[src/rtl/cpu_loader_pkg.sv]
// Shared constants, FSM encoding and helpers for the CPU loader.
package cpu_loader_pkg;
  localparam int DATA_W = 64;
  localparam int INST_W = 32;
  localparam int ADDR_W = 64;
  localparam int CNT_W  = 11;
  localparam int RUN_W  = 32;

  localparam logic [2:0] S_IDLE      = 3'd0;
  localparam logic [2:0] S_LOAD_I    = 3'd1;
  localparam logic [2:0] S_LOAD_D    = 3'd2;
  localparam logic [2:0] S_RUN       = 3'd3;
  localparam logic [2:0] S_DUMP_RD   = 3'd4;
  localparam logic [2:0] S_DUMP_WAIT = 3'd5;
  localparam logic [2:0] S_DUMP_OUT  = 3'd6;

  typedef struct packed {
    logic [CNT_W-1:0] inst;
    logic [CNT_W-1:0] data;
    logic [CNT_W-1:0] dump;
    logic [RUN_W-1:0] run;
  } lens_t;

  // A length beyond the memory depth is limited to the depth.
  function automatic logic [CNT_W-1:0] clamp_len(input logic [CNT_W-1:0] len,
                                                 input int unsigned depth);
    if (32'(len) > depth) return CNT_W'(depth);
    return len;
  endfunction

  // Phase that follows cur, skipping every phase whose length is zero.
  function automatic logic [2:0] after_phase(input logic [2:0] cur, input lens_t l);
    logic [2:0] s;
    s = S_IDLE;
    if (l.dump != '0) s = S_DUMP_RD;
    if (cur != S_RUN && l.run != '0) s = S_RUN;
    if (cur == S_LOAD_I && l.data != '0) s = S_LOAD_D;
    return s;
  endfunction
endpackage

[src/rtl/cpu_loader_if.sv]
// Load and dump streams between a host and the CPU loader.
interface cpu_loader_if;
  import cpu_loader_pkg::*;
  logic              in_valid;
  logic              in_ready;
  logic [DATA_W-1:0] in_data;
  logic              out_valid;
  logic              out_ready;
  logic [DATA_W-1:0] out_data;

  modport master (output in_valid, in_data, out_ready,
                  input  in_ready, out_valid, out_data);
  modport slave  (input  in_valid, in_data, out_ready,
                  output in_ready, out_valid, out_data);
endinterface

[src/rtl/loader_counter.sv]
// Loadable up-counter with a terminal-count flag at a programmable last value.
module loader_counter #(
  parameter int W = 11
) (
  input  logic         clk,
  input  logic         arst,
  input  logic         clr,
  input  logic         inc,
  input  logic [W-1:0] last,
  output logic [W-1:0] count,
  output logic         tc
);
  // Clear wins over increment so every phase starts from index 0.
  always_ff @(posedge clk or posedge arst) begin
    if (arst)     count <= '0;
    else if (clr) count <= '0;
    else if (inc) count <= count + W'(1);
  end

  assign tc = (count == last);
endmodule

[src/rtl/cpu_loader.sv]
// Loads instruction/data memories from a stream, runs the CPU for a fixed
// number of cycles, then streams a region of data memory back out.
module cpu_loader import cpu_loader_pkg::*; #(
  parameter int IMEM_DEPTH = 512,
  parameter int DMEM_DEPTH = 1024
) (
  input  logic               clk,
  input  logic               arst,
  input  logic               start,
  input  logic [9:0]         n_inst,
  input  logic [10:0]        n_data,
  input  logic [10:0]        n_dump,
  input  logic [RUN_W-1:0]   run_cycles,
  cpu_loader_if.slave        strm,
  output logic               busy,
  output logic               done,
  output logic               cpu_enable,
  output logic               cpu_arst_n,
  output logic [ADDR_W-1:0]  addr_ext,
  output logic               wen_ext,
  output logic               ren_ext,
  output logic [INST_W-1:0]  wdata_ext,
  output logic [ADDR_W-1:0]  addr_ext_2,
  output logic               wen_ext_2,
  output logic               ren_ext_2,
  output logic [DATA_W-1:0]  wdata_ext_2,
  input  logic [DATA_W-1:0]  rdata_ext_2
);
  logic [2:0]        state, state_nx;
  lens_t             len;
  logic [CNT_W-1:0]  beat, beat_last, dump_idx, dump_last;
  logic [RUN_W-1:0]  cyc;
  logic              beat_tc, cyc_tc, dump_tc;
  logic              in_rdy, accept, rd_go;
  logic [ADDR_W-1:0] waddr2;
  logic [DATA_W-1:0] out_data_r;

  assign busy      = (state != S_IDLE);
  assign in_rdy    = (state == S_LOAD_I && len.inst != '0) || (state == S_LOAD_D);
  assign accept    = strm.in_valid && in_rdy;
  assign beat_last = ((state == S_LOAD_D) ? len.data : len.inst) - CNT_W'(1);
  assign dump_last = len.dump - CNT_W'(1);
  // A read is held off while the final data-memory write still occupies the port.
  assign rd_go     = (state == S_DUMP_RD) && !wen_ext_2;

  assign strm.in_ready  = in_rdy;
  assign strm.out_valid = (state == S_DUMP_OUT);
  assign strm.out_data  = out_data_r;
  assign ren_ext        = 1'b0;
  assign ren_ext_2      = rd_go;
  assign addr_ext_2     = rd_go ? {{(ADDR_W-CNT_W-3){1'b0}}, dump_idx, 3'b000} : waddr2;

  loader_counter #(.W(CNT_W)) u_beat (
    .clk(clk), .arst(arst), .clr(state != state_nx), .inc(accept),
    .last(beat_last), .count(beat), .tc(beat_tc));

  loader_counter #(.W(RUN_W)) u_cycle (
    .clk(clk), .arst(arst), .clr(state != S_RUN), .inc(state == S_RUN),
    .last(len.run), .count(cyc), .tc(cyc_tc));

  loader_counter #(.W(CNT_W)) u_dump (
    .clk(clk), .arst(arst), .clr(state == S_IDLE),
    .inc(state == S_DUMP_OUT && strm.out_ready && !dump_tc),
    .last(dump_last), .count(dump_idx), .tc(dump_tc));

  // Sequence FSM next-state decode.
  always_comb begin
    state_nx = state;
    case (state)
      S_IDLE:      if (start) state_nx = S_LOAD_I;
      S_LOAD_I:    if (len.inst == '0 || (accept && beat_tc)) state_nx = after_phase(S_LOAD_I, len);
      S_LOAD_D:    if (accept && beat_tc) state_nx = after_phase(S_LOAD_D, len);
      S_RUN:       if (cyc_tc) state_nx = after_phase(S_RUN, len);
      S_DUMP_RD:   if (rd_go) state_nx = S_DUMP_WAIT;
      S_DUMP_WAIT: state_nx = S_DUMP_OUT;
      S_DUMP_OUT:  if (strm.out_ready) state_nx = dump_tc ? S_IDLE : S_DUMP_RD;
      default:     state_nx = S_IDLE;
    endcase
  end

  // State, latched lengths and CPU control; cpu_enable lags RUN entry by one
  // cycle so it never overlaps the final memory write of a load phase.
  always_ff @(posedge clk or posedge arst) begin
    if (arst) begin
      state      <= S_IDLE;
      len        <= '0;
      done       <= 1'b0;
      cpu_enable <= 1'b0;
      cpu_arst_n <= 1'b0;
    end else begin
      state      <= state_nx;
      done       <= busy && (state_nx == S_IDLE);
      cpu_enable <= (state == S_RUN) && !cyc_tc;
      if (state == S_IDLE && start) begin
        len.inst   <= clamp_len(CNT_W'(n_inst), IMEM_DEPTH);
        len.data   <= clamp_len(n_data, DMEM_DEPTH);
        len.dump   <= clamp_len(n_dump, DMEM_DEPTH);
        len.run    <= run_cycles;
        cpu_arst_n <= 1'b0;
      end else if ((state == S_LOAD_I || state == S_LOAD_D) &&
                   state_nx != S_LOAD_I && state_nx != S_LOAD_D) begin
        cpu_arst_n <= 1'b1;
      end
    end
  end

  // Memory write ports trail the accepted beat by one cycle; dump data is
  // captured one cycle after the read strobe.
  always_ff @(posedge clk or posedge arst) begin
    if (arst) begin
      wen_ext     <= 1'b0;
      addr_ext    <= '0;
      wdata_ext   <= '0;
      wen_ext_2   <= 1'b0;
      waddr2      <= '0;
      wdata_ext_2 <= '0;
      out_data_r  <= '0;
    end else begin
      wen_ext   <= accept && (state == S_LOAD_I);
      wen_ext_2 <= accept && (state == S_LOAD_D);
      if (accept && state == S_LOAD_I) begin
        addr_ext  <= {{(ADDR_W-CNT_W-2){1'b0}}, beat, 2'b00};
        wdata_ext <= strm.in_data[INST_W-1:0];
      end
      if (accept && state == S_LOAD_D) begin
        waddr2      <= {{(ADDR_W-CNT_W-3){1'b0}}, beat, 3'b000};
        wdata_ext_2 <= strm.in_data;
      end
      if (state == S_DUMP_WAIT) out_data_r <= rdata_ext_2;
    end
  end
endmodule

[src/flat_wrapper.sv]
// flat-port wrapper written by rule: the top's interface ports become plain ports
module cpu_loader_flat import cpu_loader_pkg::*;
#(
  parameter int IMEM_DEPTH = 512,
  parameter int DMEM_DEPTH = 1024
)
  (clk, arst, start, n_inst, n_data, n_dump, run_cycles, busy, done, cpu_enable, cpu_arst_n, addr_ext, wen_ext, ren_ext, wdata_ext, addr_ext_2, wen_ext_2, ren_ext_2, wdata_ext_2, rdata_ext_2, strm_in_valid, strm_in_data, strm_out_ready, strm_in_ready, strm_out_valid, strm_out_data);
  cpu_loader_if strm_i ();
  input  logic clk;
  input  logic arst;
  input  logic start;
  input  logic [9:0] n_inst;
  input  logic [10:0] n_data;
  input  logic [10:0] n_dump;
  input  logic [RUN_W-1:0] run_cycles;
  output logic busy;
  output logic done;
  output logic cpu_enable;
  output logic cpu_arst_n;
  output logic [ADDR_W-1:0] addr_ext;
  output logic wen_ext;
  output logic ren_ext;
  output logic [INST_W-1:0] wdata_ext;
  output logic [ADDR_W-1:0] addr_ext_2;
  output logic wen_ext_2;
  output logic ren_ext_2;
  output logic [DATA_W-1:0] wdata_ext_2;
  input  logic [DATA_W-1:0] rdata_ext_2;
  input wire logic [$bits(strm_i.in_valid)-1:0] strm_in_valid;
  input wire logic [$bits(strm_i.in_data)-1:0] strm_in_data;
  input wire logic [$bits(strm_i.out_ready)-1:0] strm_out_ready;
  output wire logic [$bits(strm_i.in_ready)-1:0] strm_in_ready;
  output wire logic [$bits(strm_i.out_valid)-1:0] strm_out_valid;
  output wire logic [$bits(strm_i.out_data)-1:0] strm_out_data;
  assign strm_i.in_valid = strm_in_valid;
  assign strm_i.in_data = strm_in_data;
  assign strm_i.out_ready = strm_out_ready;
  assign strm_in_ready = strm_i.in_ready;
  assign strm_out_valid = strm_i.out_valid;
  assign strm_out_data = strm_i.out_data;
  cpu_loader #(.IMEM_DEPTH(IMEM_DEPTH), .DMEM_DEPTH(DMEM_DEPTH)) u_core (.clk(clk), .arst(arst), .start(start), .n_inst(n_inst), .n_data(n_data), .n_dump(n_dump), .run_cycles(run_cycles), .strm(strm_i), .busy(busy), .done(done), .cpu_enable(cpu_enable), .cpu_arst_n(cpu_arst_n), .addr_ext(addr_ext), .wen_ext(wen_ext), .ren_ext(ren_ext), .wdata_ext(wdata_ext), .addr_ext_2(addr_ext_2), .wen_ext_2(wen_ext_2), .ren_ext_2(ren_ext_2), .wdata_ext_2(wdata_ext_2), .rdata_ext_2(rdata_ext_2));
endmodule
[config.mk]
export PLATFORM = sky130hd
export DESIGN_NAME = cpu_loader_flat
export DESIGN_NICKNAME = d
export VERILOG_FILES = /design/src/rtl/cpu_loader_pkg.sv /design/src/rtl/cpu_loader_if.sv /design/src/rtl/loader_counter.sv /design/src/rtl/cpu_loader.sv /design/src/flat_wrapper.sv
export SDC_FILE = /design/constraint.sdc
export NUM_CORES = 1
export LEC_CHECK = 0
export ABC_AREA = 1
export BUFFER_PORTS_ARGS = -buffer_cell sky130_fd_sc_hd__buf_4
export CAP_MARGIN = 10
export CORE_AREA = 2 2 192 194
export CTS_BUF_LIST = sky130_fd_sc_hd__clkbuf_8 sky130_fd_sc_hd__clkbuf_16
export DETAILED_ROUTE_END_ITERATION = 8
export DIE_AREA = 0 0 194 196
export GPL_TIMING_DRIVEN = 0
export PLACE_DENSITY = 0.64
export REMOVE_ABC_BUFFERS = 1
export SYNTH_ARGS = -nofsm -noshare
export SYNTH_HDL_FRONTEND = slang
export SYNTH_SLANG_ARGS = --single-unit
export TNS_END_PERCENT = 50
[constraint.sdc]
create_clock -name clk -period 21 [get_ports clk]
set_clock_uncertainty 0.2 [all_clocks]
set_input_delay 2.1 -clock clk [delete_from_list [all_inputs] [get_ports clk]]
set_output_delay 2.1 -clock clk [all_outputs]
set_load 0.02 [all_outputs]
==> impl_results.md <==
- Status: complete, no violations
- Setup tns final: 0 ps
- Final period util: 23.2%
- Fillers: 3416
- Port Buffers: 387
- Final Power: 2.41 mW
- Crit path launch: u_core.state[1]
- CTS resizes: 0
- Final setup vio count: 0
- Cell mode on critical path: nor2_1
- Register area share after synthesis: 52.0%
- Initial Util: 41.1%
- Worst Tran Pin Value: 984 ps
- Vias in the first global route: 12497
- TritonCTS clock tree: yes
- Crit path max fanout: 21
- Ports: 495
- Power Dens Cells: 126 nW/um^2
- Ys flop type: dfrtp_1
- GRT Overall Usage: 21.0%
- Hold crit path type: reg2reg
- Routed Wire Length: 40.9 mm
- FF-to-FF Start: u_core.state[0]
- Critical path's largest stage delay: 470 ps
- Synthesized area per cell: 8.17 um^2
- Data arrival time of the worst path: 2580 ps
- Clock transition at the registers of the reported paths: 60 ps
- Cts bufs inserted: 37
- Unrepaired setup endpoints after global routing: no
- Clock sink total: 308
- Clk root buf: clkbuf_16
- Leading cell type in the layout, fill and taps excluded: nand2_1
- Netlist Area Pre-Place: 14800 um^2
- Req. time, crit path: 18700 ps
- # rows: 70
- Hold Buf Count CTS: 0
- Hold Fails Final Rpt: 0
- H-tree levels: 2
- NumNets Final: 2393
- CP cell instances: nor2_1 -> nand2_1 -> nor2_1 -> inv_1 -> o21ai_0 -> buf_4
- Antenna violations before repair: 0
- Peak supply drop: 0.0678 mV
- Post-DRT Antenna Nets: 0
- Drt initial violations: 679
- Die Wd: 194 um
- Fmax: 205 MHz
- MaxCap Viol Count: 0
- GRT overflow: 0
- CP startpoint kind: register
- Kind of critical path: reg2out
- DIE AREA: 38000 um^2
- Post-synth cell types: 43
- Routed vias/inst: 4.74
- Layout cells sized above 1: 22.5%
- Drt pass-1 iters: 7
- Fraction of registers with async set/reset: 100%
- Post-synthesis cell count: 1815
- Crit. End Element: output port
- Clock Latency Late Sink: 510 ps
- Fin crit period: 4880 ps
- Post-CTS setup buffers: 0
- Seq cells post-synth: 308
- FF/Latch Area: 7710 um^2
- Max_slew headroom: 34.3%
- First-pass GRT wire length: 65.1 mm
- Core area: 36100 um^2
- Synth warn: 0
- Commonest non-fill, non-tap cells in the layout: nand2_1 (621), buf_4 (387), dfrtp_1 (308)
- Post-DP HPWL: 30.6 mm
- DRC violation count after routing: 0
- Routed len/inst: 15.2 um
- DIE HEIGHT: 196 um
- Min-delay src: u_core.strm.out_data[53]
- Number of synthesized flops with an enable pin: 0
- Area Growth Syn to Fin: 29.1%
- Pin count of the biggest net entering global routing: 127
- Worst-case clock buffer depth: 3
- RePlAce Congestion: 0.860
- Vias: 12730
- Max-slew violation count: 0
- P_leak: 9.80 nW
- Multi-input gate area: 5890 um^2
- Critical Path Slowest Stage Cell: dfrtp_1
layout make-up:
type	count	area share, %
Antenna cell	1	0.0131
Clock buffer	49	5.70
Clock inverter	15	0.719
Inverter	156	3.10
Multi-Input combinational cell	1289	30.8
Sequential cell	308	40.3
Tap cell	468	3.06
Timing Repair Buffer	398	16.3
path summary, 6_finish.rpt:
kind | endpoint | slack, ps | cells past startpoint
hold reg to reg | u_core.strm.out_data[53] | 270 | 2
max in group asynchronous | u_core.wdata_ext_2[2] | 17610 | 4
setup / recovery | addr_ext_2[12] | 16120 | 6
hold / removal | u_core.strm.out_data[53] | 270 | 2
min in group asynchronous | u_core.wdata_ext_2[52] | 1580 | 2
setup reg to reg | u_core.u_beat.count[9] | 17540 | 19
critical path: cells and delay by family (launching register included):
kind                   cells  cell delay [ps]
AO/OA/AOI/OAI              1              410
buffers and inverters      2              590
flip-flops                 1              470
AND/OR/NAND/NOR            3              600
report_power, final:
group | internal (mW) | switching (mW)
Sequential | 0.752 | 0.105
Combinational | 0.344 | 0.567
Clock | 0.398 | 0.244
Total | 1.49 | 0.916
flip-flops by register name, summed over array words and instances, names as in the netlist:
name	count
u_core.wen_ext_2	1
u_core.state	3
u_core.wdata_ext_2	64
u_core.wen_ext	1
u_core.len	64
u_core.u_cycle.count	32
u_core.strm.out_data	64
u_core.waddr2	11
u_core.cpu_arst_n	1
u_core.u_beat.count	11
u_core.done	1
u_core.cpu_enable	1
u_core.addr_ext	11
u_core.u_dump.count	11
u_core.wdata_ext	32
metal layers:
| metal | vias to the layer above | global-route usage, % | part of all wire [%] |
|---|---|---|---|
| met4 | 0 | 6.20 | 2.5 |
| met2 | 415 | 34.7 | 48 |
| met1 | 5965 | 27.2 | 42 |
| met3 | 65 | 5.74 | 7.6 |
| met5 | - | 0 | 0 |
| li1 | 6285 | - | - |
per-stage QoR:
stage | std cells | setup WS, ps | cell area (um^2) | util [%] | hold WS [ps]
detailed placement | 2619 | 16640 | 17900 | 49.6 | 260
floorplan | 1753 | 10180 | 14200 | - | 253
CTS | 2683 | 16070 | 19100 | 53.0 | 274
global placement | 2608 | 6530 | 17700 | 48.9 | 255
global route | 2683 | 15870 | 19100 | 53.0 | 294
finish | 2684 | 16120 | 19100 | 53.0 | 272
kinds of logic (layout without fill, tap and decap cells):
kind of cell	count (synthesis)	count (layout)	synth area share (%)
other cells	1	108	0.0253
fa+ha+maj	6	6	0.506
simple gates	915	915	25.9
flops	308	308	52.0
compound gates	210	210	7.42
buf+inv	324	618	11.0
xor+xnor	51	51	3.11
synth_stat cells (16+ instances only):
| cell | number | share of area [%] |
|---|---|---|
| o21ai_0 | 153 | 5.2 |
| nand3_1 | 79 | 2.7 |
| nand4_1 | 17 | 0.72 |
| inv_1 | 153 | 3.9 |
| a21oi_1 | 37 | 1.2 |
| nor2_1 | 90 | 2.3 |
| xor2_1 | 46 | 2.7 |
| nor2_2 | 16 | 0.68 |
| dfrtp_1 | 308 | 52 |
| clkbuf_1 | 52 | 1.3 |
| buf_4 | 107 | 5.4 |
| nand2_1 | 622 | 16 |
| nor3_1 | 40 | 1.4 |
| nor4_1 | 28 | 1.2 |
(Power assumes the default switching activity.)
